## config.mk

```make
export PLATFORM = sky130hd
export DESIGN_NAME = hdmi_decoder
export DESIGN_NICKNAME = d
export VERILOG_FILES = /design/src/rtl/hdmi_decoder_pkg.sv /design/src/rtl/hdmi_decoder_symbol.sv /design/src/rtl/hdmi_decoder.sv
export SDC_FILE = /design/constraint.sdc
export NUM_CORES = 1
export LEC_CHECK = 0
export ABC_AREA = 1
export CORE_UTILIZATION = 44
export DETAILED_ROUTE_END_ITERATION = 10
export PLACE_DENSITY_LB_ADDON = 0.05
export SLEW_MARGIN = 20
export SYNTH_ARGS = -nofsm -noshare
export SYNTH_HDL_FRONTEND = slang
export SYNTH_SLANG_ARGS = --single-unit
```

## constraint.sdc

```tcl
create_clock -name clk_pixel -period 4.5 [get_ports clk_pixel]
set_clock_uncertainty 0.15 [all_clocks]
set_input_delay 0.9 -clock clk_pixel [delete_from_list [all_inputs] [get_ports clk_pixel]]
set_output_delay 0.9 -clock clk_pixel [all_outputs]
set_load 0.02 [all_outputs]
```

## src/rtl/hdmi_decoder_pkg.sv

```systemverilog
// Shared types and symbol constants for the TMDS/HDMI receive decoder.
// Holds the period enum, control/guard/TERC4 codes and the TERC4 lookup.
package hdmi_decoder_pkg;

    typedef enum logic [2:0] {
        CTRL      = 3'd0,
        PRE_V     = 3'd1,
        PRE_D     = 3'd2,
        VGB       = 3'd3,
        VIDEO     = 3'd4,
        DGB_LEAD  = 3'd5,
        DATA      = 3'd6,
        DGB_TRAIL = 3'd7
    } period_t;

    localparam logic [9:0] CTRL_TOKEN_00 = 10'b1101010100;
    localparam logic [9:0] CTRL_TOKEN_01 = 10'b0010101011;
    localparam logic [9:0] CTRL_TOKEN_10 = 10'b0101010100;
    localparam logic [9:0] CTRL_TOKEN_11 = 10'b1010101011;

    localparam logic [9:0] VGB_CH02 = 10'b1011001100;
    localparam logic [9:0] GB_CH12  = 10'b0100110011;

    localparam logic [3:0] CTL_PRE_V = 4'b0001;
    localparam logic [3:0] CTL_PRE_D = 4'b0101;
    localparam logic [3:0] PRE_MIN   = 4'd8;

    // Returns {valid, nibble}; valid is low for any non-TERC4 symbol.
    function automatic logic [4:0] terc4_decode(input logic [9:0] q);
        case (q)
            10'b1010011100: terc4_decode = 5'h10;
            10'b1001100011: terc4_decode = 5'h11;
            10'b1011100100: terc4_decode = 5'h12;
            10'b1011100010: terc4_decode = 5'h13;
            10'b0101110001: terc4_decode = 5'h14;
            10'b0100011110: terc4_decode = 5'h15;
            10'b0110001110: terc4_decode = 5'h16;
            10'b0100111100: terc4_decode = 5'h17;
            10'b1011001100: terc4_decode = 5'h18;
            10'b0100111001: terc4_decode = 5'h19;
            10'b0110011100: terc4_decode = 5'h1A;
            10'b1011000110: terc4_decode = 5'h1B;
            10'b1010001110: terc4_decode = 5'h1C;
            10'b1001110001: terc4_decode = 5'h1D;
            10'b0101100011: terc4_decode = 5'h1E;
            10'b1011000011: terc4_decode = 5'h1F;
            default:        terc4_decode = 5'h00;
        endcase
    endfunction

endpackage

```

## src/rtl/hdmi_decoder_symbol.sv

```systemverilog
// Combinational per-channel classifier: video data, control token, TERC4 and
// guard-band recognition for one aligned 10-bit TMDS symbol.
module tmds_symbol_decode
    import hdmi_decoder_pkg::*;
#(
    parameter int CHANNEL = 0
) (
    input  logic [9:0] q,
    output logic [7:0] data8,
    output logic       is_ctrl,
    output logic [1:0] ctrl2,
    output logic       is_terc4,
    output logic [3:0] terc4,
    output logic       is_vgb,
    output logic       is_dgb
);

    logic [7:0] d_s;
    logic [4:0] terc4_s;

    // Video: undo the optional inversion, then the XOR/XNOR transition chain
    always_comb begin
        d_s      = q[9] ? ~q[7:0] : q[7:0];
        data8    = 8'd0;
        data8[0] = d_s[0];
        for (int i = 1; i < 8; i++) begin
            data8[i] = q[8] ? (d_s[i] ^ d_s[i-1]) : ~(d_s[i] ^ d_s[i-1]);
        end
    end

    // Control token recognition
    always_comb begin
        is_ctrl = 1'b1;
        ctrl2   = 2'b00;
        case (q)
            CTRL_TOKEN_00: ctrl2 = 2'b00;
            CTRL_TOKEN_01: ctrl2 = 2'b01;
            CTRL_TOKEN_10: ctrl2 = 2'b10;
            CTRL_TOKEN_11: ctrl2 = 2'b11;
            default:       is_ctrl = 1'b0;
        endcase
    end

    assign terc4_s  = terc4_decode(q);
    assign is_terc4 = terc4_s[4];
    assign terc4    = terc4_s[3:0];
    assign is_vgb   = (CHANNEL == 32'sd1) ? (q == GB_CH12) : (q == VGB_CH02);
    // ch0 of a data-island guard is TERC4 {1,1,vsync,hsync}
    assign is_dgb   = (CHANNEL == 32'sd0) ? (terc4_s[4] && (terc4_s[3:2] == 2'b11))
                                          : (q == GB_CH12);

endmodule

```

## src/rtl/hdmi_decoder.sv

```systemverilog
// Three-channel TMDS/HDMI receive decoder: period tracking FSM, pixel/TERC4
// recovery, raster position, lock and error status, all registered.
module hdmi_decoder
    import hdmi_decoder_pkg::*;
#(
    parameter int LOCK_TOKENS    = 16,
    parameter int UNLOCK_ERRORS  = 8,
    parameter int MAX_DI_PACKETS = 18
) (
    input  logic            clk_pixel,
    input  logic            reset,
    input  logic [2:0][9:0] tmds_i,
    output logic [23:0]     rgb_o,
    output logic            de_o,
    output logic            hsync_o,
    output logic            vsync_o,
    output logic [3:0]      ctl_o,
    output logic [11:0]     terc4_o,
    output logic            di_valid_o,
    output logic            di_start_o,
    output logic            guard_o,
    output period_t         period_o,
    output logic [11:0]     x_o,
    output logic [11:0]     y_o,
    output logic            locked_o,
    output logic [15:0]     err_count_o
);

    localparam logic [7:0] LOCK_N   = 8'(LOCK_TOKENS);
    localparam logic [7:0] UNLOCK_N = 8'(UNLOCK_ERRORS);
    localparam logic [7:0] MAX_PKT  = 8'(MAX_DI_PACKETS);

    logic [2:0][7:0] data8_s;
    logic [2:0][1:0] ctrl2_s;
    logic [2:0][3:0] terc4_s;
    logic [2:0]      is_ctrl_s, is_terc4_s, is_vgb_s, is_dgb_s;

    for (genvar g = 0; g < 3; g++) begin : g_chan
        tmds_symbol_decode #(.CHANNEL(g)) u_dec (
            .q(tmds_i[g]), .data8(data8_s[g]), .is_ctrl(is_ctrl_s[g]), .ctrl2(ctrl2_s[g]),
            .is_terc4(is_terc4_s[g]), .terc4(terc4_s[g]), .is_vgb(is_vgb_s[g]), .is_dgb(is_dgb_s[g])
        );
    end

    logic       all_ctrl_s, all_terc4_s, all_dgb_s, gb_match_s;
    logic [3:0] ctl_in_s, entry_cnt_s;
    period_t    entry_s;

    assign all_ctrl_s  = &is_ctrl_s;
    assign all_terc4_s = &is_terc4_s;
    assign all_dgb_s   = &is_dgb_s;
    assign ctl_in_s    = {ctrl2_s[2], ctrl2_s[1]};
    assign entry_s     = (ctl_in_s == CTL_PRE_V) ? PRE_V : ((ctl_in_s == CTL_PRE_D) ? PRE_D : CTRL);
    assign entry_cnt_s = (entry_s == CTRL) ? 4'd0 : 4'd1;
    assign gb_match_s  = ((period_o == PRE_V) || (period_o == VGB)) ? (&is_vgb_s) : all_dgb_s;

    // state_r holds the period of the last registered symbol set
    period_t    state_r, state_s;
    logic [3:0] pre_cnt_r, pre_cnt_s;
    logic [1:0] gb_cnt_r, gb_cnt_s;
    logic [4:0] pkt_cyc_r, pkt_cyc_s;
    logic [7:0] pkt_num_r, pkt_num_s;
    logic       err_s;

    // State and period counters
    always_ff @(posedge clk_pixel) begin
        if (reset) begin
            state_r   <= CTRL;
            pre_cnt_r <= 4'd0;
            gb_cnt_r  <= 2'd0;
            pkt_cyc_r <= 5'd0;
            pkt_num_r <= 8'd0;
        end else begin
            state_r   <= state_s;
            pre_cnt_r <= pre_cnt_s;
            gb_cnt_r  <= gb_cnt_s;
            pkt_cyc_r <= pkt_cyc_s;
            pkt_num_r <= pkt_num_s;
        end
    end

    // Classify the incoming symbol set given the previous period
    always_comb begin
        state_s   = CTRL;
        pre_cnt_s = 4'd0;
        gb_cnt_s  = 2'd0;
        pkt_cyc_s = 5'd0;
        pkt_num_s = pkt_num_r;
        err_s     = 1'b0;
        case (state_r)
            CTRL, VIDEO: begin
                if (all_ctrl_s) begin
                    state_s   = entry_s;
                    pre_cnt_s = entry_cnt_s;
                end else if (state_r == VIDEO) begin
                    state_s = VIDEO;
                end else begin
                    err_s = 1'b1;
                end
            end
            PRE_V, PRE_D: begin
                if (all_ctrl_s && (entry_s == state_r)) begin
                    state_s   = state_r;
                    pre_cnt_s = (pre_cnt_r == 4'd15) ? 4'd15 : pre_cnt_r + 4'd1;
                end else if (all_ctrl_s) begin
                    state_s   = entry_s;
                    pre_cnt_s = entry_cnt_s;
                end else if (gb_match_s && (pre_cnt_r >= PRE_MIN)) begin
                    state_s  = (state_r == PRE_V) ? VGB : DGB_LEAD;
                    gb_cnt_s = 2'd1;
                end else begin
                    err_s = 1'b1;
                end
            end
            VGB, DGB_LEAD: begin
                if (gb_cnt_r == 2'd1) begin
                    state_s  = gb_match_s ? state_r : CTRL;
                    gb_cnt_s = 2'd2;
                    err_s    = !gb_match_s;
                end else if (gb_match_s) begin
                    err_s = 1'b1;
                end else if ((state_r == VGB) && all_ctrl_s) begin
                    state_s   = entry_s;
                    pre_cnt_s = entry_cnt_s;
                end else if (state_r == VGB) begin
                    state_s = VIDEO;
                end else if (all_terc4_s) begin
                    state_s   = DATA;
                    pkt_num_s = 8'd1;
                end else begin
                    err_s = 1'b1;
                end
            end
            DATA: begin
                if (all_dgb_s && (pkt_cyc_r == 5'd31)) begin
                    state_s  = DGB_TRAIL;
                    gb_cnt_s = 2'd1;
                end else if (!all_terc4_s || all_dgb_s) begin
                    err_s = 1'b1;
                end else if (pkt_cyc_r != 5'd31) begin
                    state_s   = DATA;
                    pkt_cyc_s = pkt_cyc_r + 5'd1;
                end else if (pkt_num_r >= MAX_PKT) begin
                    err_s = 1'b1;
                end else begin
                    state_s   = DATA;
                    pkt_num_s = pkt_num_r + 8'd1;
                end
            end
            DGB_TRAIL: begin
                if (gb_cnt_r == 2'd1) begin
                    state_s  = all_dgb_s ? DGB_TRAIL : CTRL;
                    gb_cnt_s = 2'd2;
                    err_s    = !all_dgb_s;
                end else if (all_ctrl_s) begin
                    state_s   = entry_s;
                    pre_cnt_s = entry_cnt_s;
                end else begin
                    err_s = 1'b1;
                end
            end
            default: err_s = 1'b1;
        endcase
    end

    logic        de_r, de_s, hsync_r, hsync_s, vsync_r, vsync_s;
    logic        di_valid_r, di_valid_s, di_start_r, di_start_s, guard_r, guard_s;
    logic [23:0] rgb_r, rgb_s;
    logic [11:0] terc4_r, terc4_out_s, x_r, x_s, y_r, y_s;
    logic [3:0]  ctl_r, ctl_s;
    logic        vs_pend_r, vs_pend_s, locked_r, locked_s;
    logic [7:0]  lock_cnt_r, lock_cnt_s, err_run_r, err_run_s, lock_inc_s, run_inc_s;
    logic [15:0] err_count_r, err_count_s;

    // Per-cycle outputs; sync and CTL hold through video
    always_comb begin
        de_s        = (state_s == VIDEO);
        di_valid_s  = (state_s == DATA);
        di_start_s  = di_valid_s && (pkt_cyc_s == 5'd0);
        guard_s     = (state_s == VGB) || (state_s == DGB_LEAD) || (state_s == DGB_TRAIL);
        rgb_s       = de_s ? {data8_s[2], data8_s[1], data8_s[0]} : 24'd0;
        terc4_out_s = di_valid_s ? {terc4_s[2], terc4_s[1], terc4_s[0]} : 12'd0;
        ctl_s       = all_ctrl_s ? ctl_in_s : ctl_r;
        if (all_ctrl_s) begin
            hsync_s = ctrl2_s[0][0];
            vsync_s = ctrl2_s[0][1];
        end else if (di_valid_s || (state_s == DGB_LEAD) || (state_s == DGB_TRAIL)) begin
            hsync_s = terc4_s[0][0];
            vsync_s = terc4_s[0][1];
        end else begin
            hsync_s = hsync_r;
            vsync_s = vsync_r;
        end
    end

    // Raster position, lock tracking and saturating error count
    always_comb begin
        vs_pend_s   = vs_pend_r || (vsync_s && !vsync_r);
        x_s         = x_r;
        y_s         = y_r;
        if (de_s && !de_r) begin
            x_s       = 12'd0;
            y_s       = vs_pend_s ? 12'd0 : y_r;
            vs_pend_s = 1'b0;
        end else if (de_s) begin
            x_s = x_r + 12'd1;
        end else if (de_r) begin
            y_s = y_r + 12'd1;
        end else begin
            x_s = x_r;
        end
        lock_inc_s  = (lock_cnt_r == 8'hFF) ? 8'hFF : lock_cnt_r + 8'd1;
        run_inc_s   = (err_run_r == 8'hFF) ? 8'hFF : err_run_r + 8'd1;
        err_count_s = (err_s && (err_count_r != 16'hFFFF)) ? err_count_r + 16'd1 : err_count_r;
        if (err_s) begin
            lock_cnt_s = 8'd0;
            err_run_s  = run_inc_s;
            locked_s   = locked_r && (run_inc_s < UNLOCK_N);
        end else if ((state_s == CTRL) || (state_s == PRE_V) || (state_s == PRE_D)) begin
            lock_cnt_s = lock_inc_s;
            err_run_s  = 8'd0;
            locked_s   = locked_r || (lock_inc_s >= LOCK_N);
        end else begin
            lock_cnt_s = lock_cnt_r;
            err_run_s  = 8'd0;
            locked_s   = locked_r;
        end
    end

    // Output and status registers
    always_ff @(posedge clk_pixel) begin
        if (reset) begin
            de_r <= 1'b0;  hsync_r <= 1'b0;  vsync_r <= 1'b0;  ctl_r <= 4'd0;
            rgb_r <= 24'd0;  terc4_r <= 12'd0;  di_valid_r <= 1'b0;  di_start_r <= 1'b0;
            guard_r <= 1'b0;  x_r <= 12'd0;  y_r <= 12'd0;  vs_pend_r <= 1'b0;
            locked_r <= 1'b0;  lock_cnt_r <= 8'd0;  err_run_r <= 8'd0;  err_count_r <= 16'd0;
        end else begin
            de_r <= de_s;  hsync_r <= hsync_s;  vsync_r <= vsync_s;  ctl_r <= ctl_s;
            rgb_r <= rgb_s;  terc4_r <= terc4_out_s;  di_valid_r <= di_valid_s;  di_start_r <= di_start_s;
            guard_r <= guard_s;  x_r <= x_s;  y_r <= y_s;  vs_pend_r <= vs_pend_s;
            locked_r <= locked_s;  lock_cnt_r <= lock_cnt_s;  err_run_r <= err_run_s;  err_count_r <= err_count_s;
        end
    end

    assign period_o    = state_r;
    assign de_o        = de_r;
    assign rgb_o       = rgb_r;
    assign hsync_o     = hsync_r;
    assign vsync_o     = vsync_r;
    assign ctl_o       = ctl_r;
    assign terc4_o     = terc4_r;
    assign di_valid_o  = di_valid_r;
    assign di_start_o  = di_start_r;
    assign guard_o     = guard_r;
    assign x_o         = x_r;
    assign y_o         = y_r;
    assign locked_o    = locked_r;
    assign err_count_o = err_count_r;

endmodule

```

==> impl_metrics.json <==
{
  "slew_violations": 0,
  "grt_max_degree": 34,
  "endpoint_kind": "flop",
  "worst_ep_arrival_time_ns": 4.15,
  "dr.pass1.iters": 4,
  "cp.required_ns": 4.70,
  "status": "finished clean",
  "fin_cells": 1505,
  "finalNetCount": 1326,
  "vias_per_cell": 4.99,
  "place_inst": 1473,
  "p_total_mw": 2.78,
  "synth_nets": 1190,
  "drtAntennaViolNets": 0,
  "post_dp_cell_area_um2": 9290,
  "syn_area_per_cell_um2": 6.89,
  "tightest_slew_ns": 0.846,
  "tritoncts": "yes",
  "critPathTopFamily": "simple AND/OR/NAND/NOR gates",
  "r2r-start": "period_o[0]",
  "setup_tns_ns": 0,
  "synthDistinctLibCells": 57,
  "clockRootBuffer": "clkbuf_16",
  "fin_crit_ns": 3.95,
  "cellPowerDensity_nw_per_um2": 282,
  "mostFrequentLayoutCells": "nand2_1 (201), inv_1 (154), nor2_1 (148)",
  "r2r-end": "y_o[11]",
  "fmaxAchievable_mhz": 253,
  "synth-seq-cells": 126,
  "syn_area_um2": 7790,
  "cts_hold_buf": 0,
  "final_area_um2": 9870,
  "cpMaxStageDelayCell": "clkdlybuf4s50_1",
  "cts_sinks": 126,
  "dpl.hpwl_mm": 15.1,
  "cts_resized": 0,
  "synth_edf_count": 0,
  "startpoint_type": "input port",
  "cts_buffers": 17,
  "layout-drive-gt1-share_pct": 12.7,
  "io_buffer_count": 121,
  "cpMostUsedCell": "nand2_1",
  "ys_warn_count": 0,
  "grt_overflow": 0,
  "vdd_ir_drop_max_mv": 0.273,
  "wl_per_cell_um": 13.2,
  "grt_first_pass_wirelength_mm": 32.4,
  "cp_cell_sequence": "clkdlybuf4s50_1 > inv_6 > nand2_2 > nor2_2 > nand2_2 > nor2_2 > nand3_2 > a21oi_4 > nand3_4 > nand2_1 > nand2_1 > nand2_1 > nand2_1 > nand3_2 > nand2_2 > nand2_8 > nand2_2 > nand2_1 > nand3_2 > nand3_2 > nand2_1 > nand2_2 > nand3_1 > a21oi_1",
  "design.die.area_um2": 18200,
  "yosysSeqAreaShare_pct": 32.4,
  "clock_latency_ns": 0.42,
  "die_h_um": 135,
  "cts_htree_levels": 4,
  "core_um2": 17300,
  "max_stage_delay_ns": 0.57,
  "cp_max_fo": 12,
  "antenna_found_initial": 0,
  "drt_iter0_markers": 453,
  "async_reset_ff_share_pct": 0,
  "hold_violations": 0,
  "vias": 7507,
  "clock_path_buffers": 2,
  "grt_usage_pct": 22.2,
  "antenna_cells": 0,
  "gp_routability_congestion": 0.941,
  "final_common_cell": "nand2_1",
  "grt_pass1_vias": 6857,
  "criticalPathCategory": "in -> reg",
  "wirelength_mm": 19.9,
  "io_pins": 122,
  "path_clk_slew_ns": 0.06,
  "synthCells": 1131,
  "period_share_pct": 87.8,
  "holdCritStartpoint": "pkt_num_r[4]",
  "hp-class": "reg -> reg",
  "areaGrowthSynthToFinish_pct": 26.7,
  "grt_setup_unrepaired": "false",
  "die_x_um": 135,
  "rrSetupSlack_ns": 1.20,
  "route.detailed.drc": 0,
  "ys.flop_type": "dfxtp_1",
  "final-setup-viol-count": 0,
  "initial_core_util_pct": 45.1,
  "slew_headroom_pct": 43.5,
  "postCtsSetupBuffers": 0,
  "std_cell_rows": 48,
  "fill_cells": 1717,
  "critPathBufInv": 2,
  "hold_path_end": "pkt_num_r[4]",
  "p_leak_nw": 4.10,
  "worstRegToRegCells": 18,
  "holdPathStages": 2,
  "drv_cap": 0
}
==> kinds of logic after synthesis <==
kind of cell	after synthesis	synth area share, %
AO/OA/AOI/OAI	143	11.1
XOR/XNOR	30	3.37
adder cells (fa/ha/maj)	27	4.34
buffers and inverters	199	10.3
flip-flops	126	32.4
AND/OR/NAND/NOR	606	38.6
==> how the worst max path moves through the flow <==
stage | startpoint | end | slack [ns] | cells after the start
global placement | tmds_i[0] | y_o[1] | 0.20 | 27
floorplan | tmds_i[2] | y_o[9] | 1.06 | 27
finish | tmds_i[18] | y_o[11] | 0.55 | 24
detailed placement | tmds_i[0] | y_o[11] | 0.10 | 25
global route | tmds_i[0] | y_o[11] | 0.08 | 25
CTS | tmds_i[0] | y_o[11] | 0.54 | 25
==> tightest hold or removal path, stage by stage, from the launching register on <==
cell and delay [ns]:
dfxtp_1 0.31, inv_1 0.05, a21oi_1 0.05
==> cells in the mapped netlist, types with 17 or more instances <==
cell | number | share of area, %
nand3_1 | 98 | 6.3
nor2_1 | 148 | 7.1
o21ai_0 | 34 | 2.2
inv_2 | 18 | 0.87
a21oi_1 | 55 | 3.5
ha_1 | 27 | 4.3
nand2_2 | 17 | 1.4
nand4_1 | 26 | 2.1
dfxtp_1 | 126 | 32
nand2_1 | 201 | 9.7
xor2_1 | 30 | 3.4
nor3_1 | 33 | 2.1
inv_1 | 154 | 7.4
==> registers in the layout, indices dropped and copies added, names as in the netlist <==
name         cells
pkt_cyc_r        5
gb_cnt_r         2
locked_o         1
hsync_o          1
de_o             1
guard_o          1
y_o             12
di_start_o       1
pre_cnt_r        4
pkt_num_r        8
vsync_o          1
vs_pend_r        1
ctl_o            4
terc4_o         12
err_run_r        8
di_valid_o       1
period_o         3
x_o             12
err_count_o     16
rgb_o           24
lock_cnt_r       8
==> final cells by class <==
class | instances | area, um2 | share of cell area (%)
clock buffer | 19 | 443 | 4.49
clock inverter | 13 | 141 | 1.43
inverter | 179 | 679 | 6.88
multi-input combinational | 806 | 4470 | 45.3
sequential | 126 | 2520 | 25.6
tap | 225 | 282 | 2.85
timing repair buffer | 137 | 1330 | 13.5
==> stage by stage <==
stage | util, % | hold WS, ns | worst slack (ns)
finish | 57.1 | 0.299 | 0.547
global route | 57.1 | 0.320 | 0.0810
CTS | 57.1 | 0.298 | 0.540
detailed placement | 53.7 | 0.289 | 0.104
global placement | 53.7 | 0.283 | 0.199
floorplan | - | 0.274 | 1.06
==> routing by layer <==
metal	GRT usage [%]	up-vias	wire, um
li1	-	3944	-
met3	5.33	58	1090
met4	10.9	0	669
met5	0	-	0
met2	34.4	219	8600
met1	28.9	3286	9550
==> power breakdown <==
group          internal [mW]  leakage (nW)  switching [mW]  total [mW]
Combinational          0.101          2.81           0.169       0.270
Clock                  0.831         0.279           0.543        1.37
Sequential              1.13          1.02          0.0131        1.14
Total                   2.06          4.10           0.725        2.78
No activity file was read; power rests on OpenSTA's default activity.
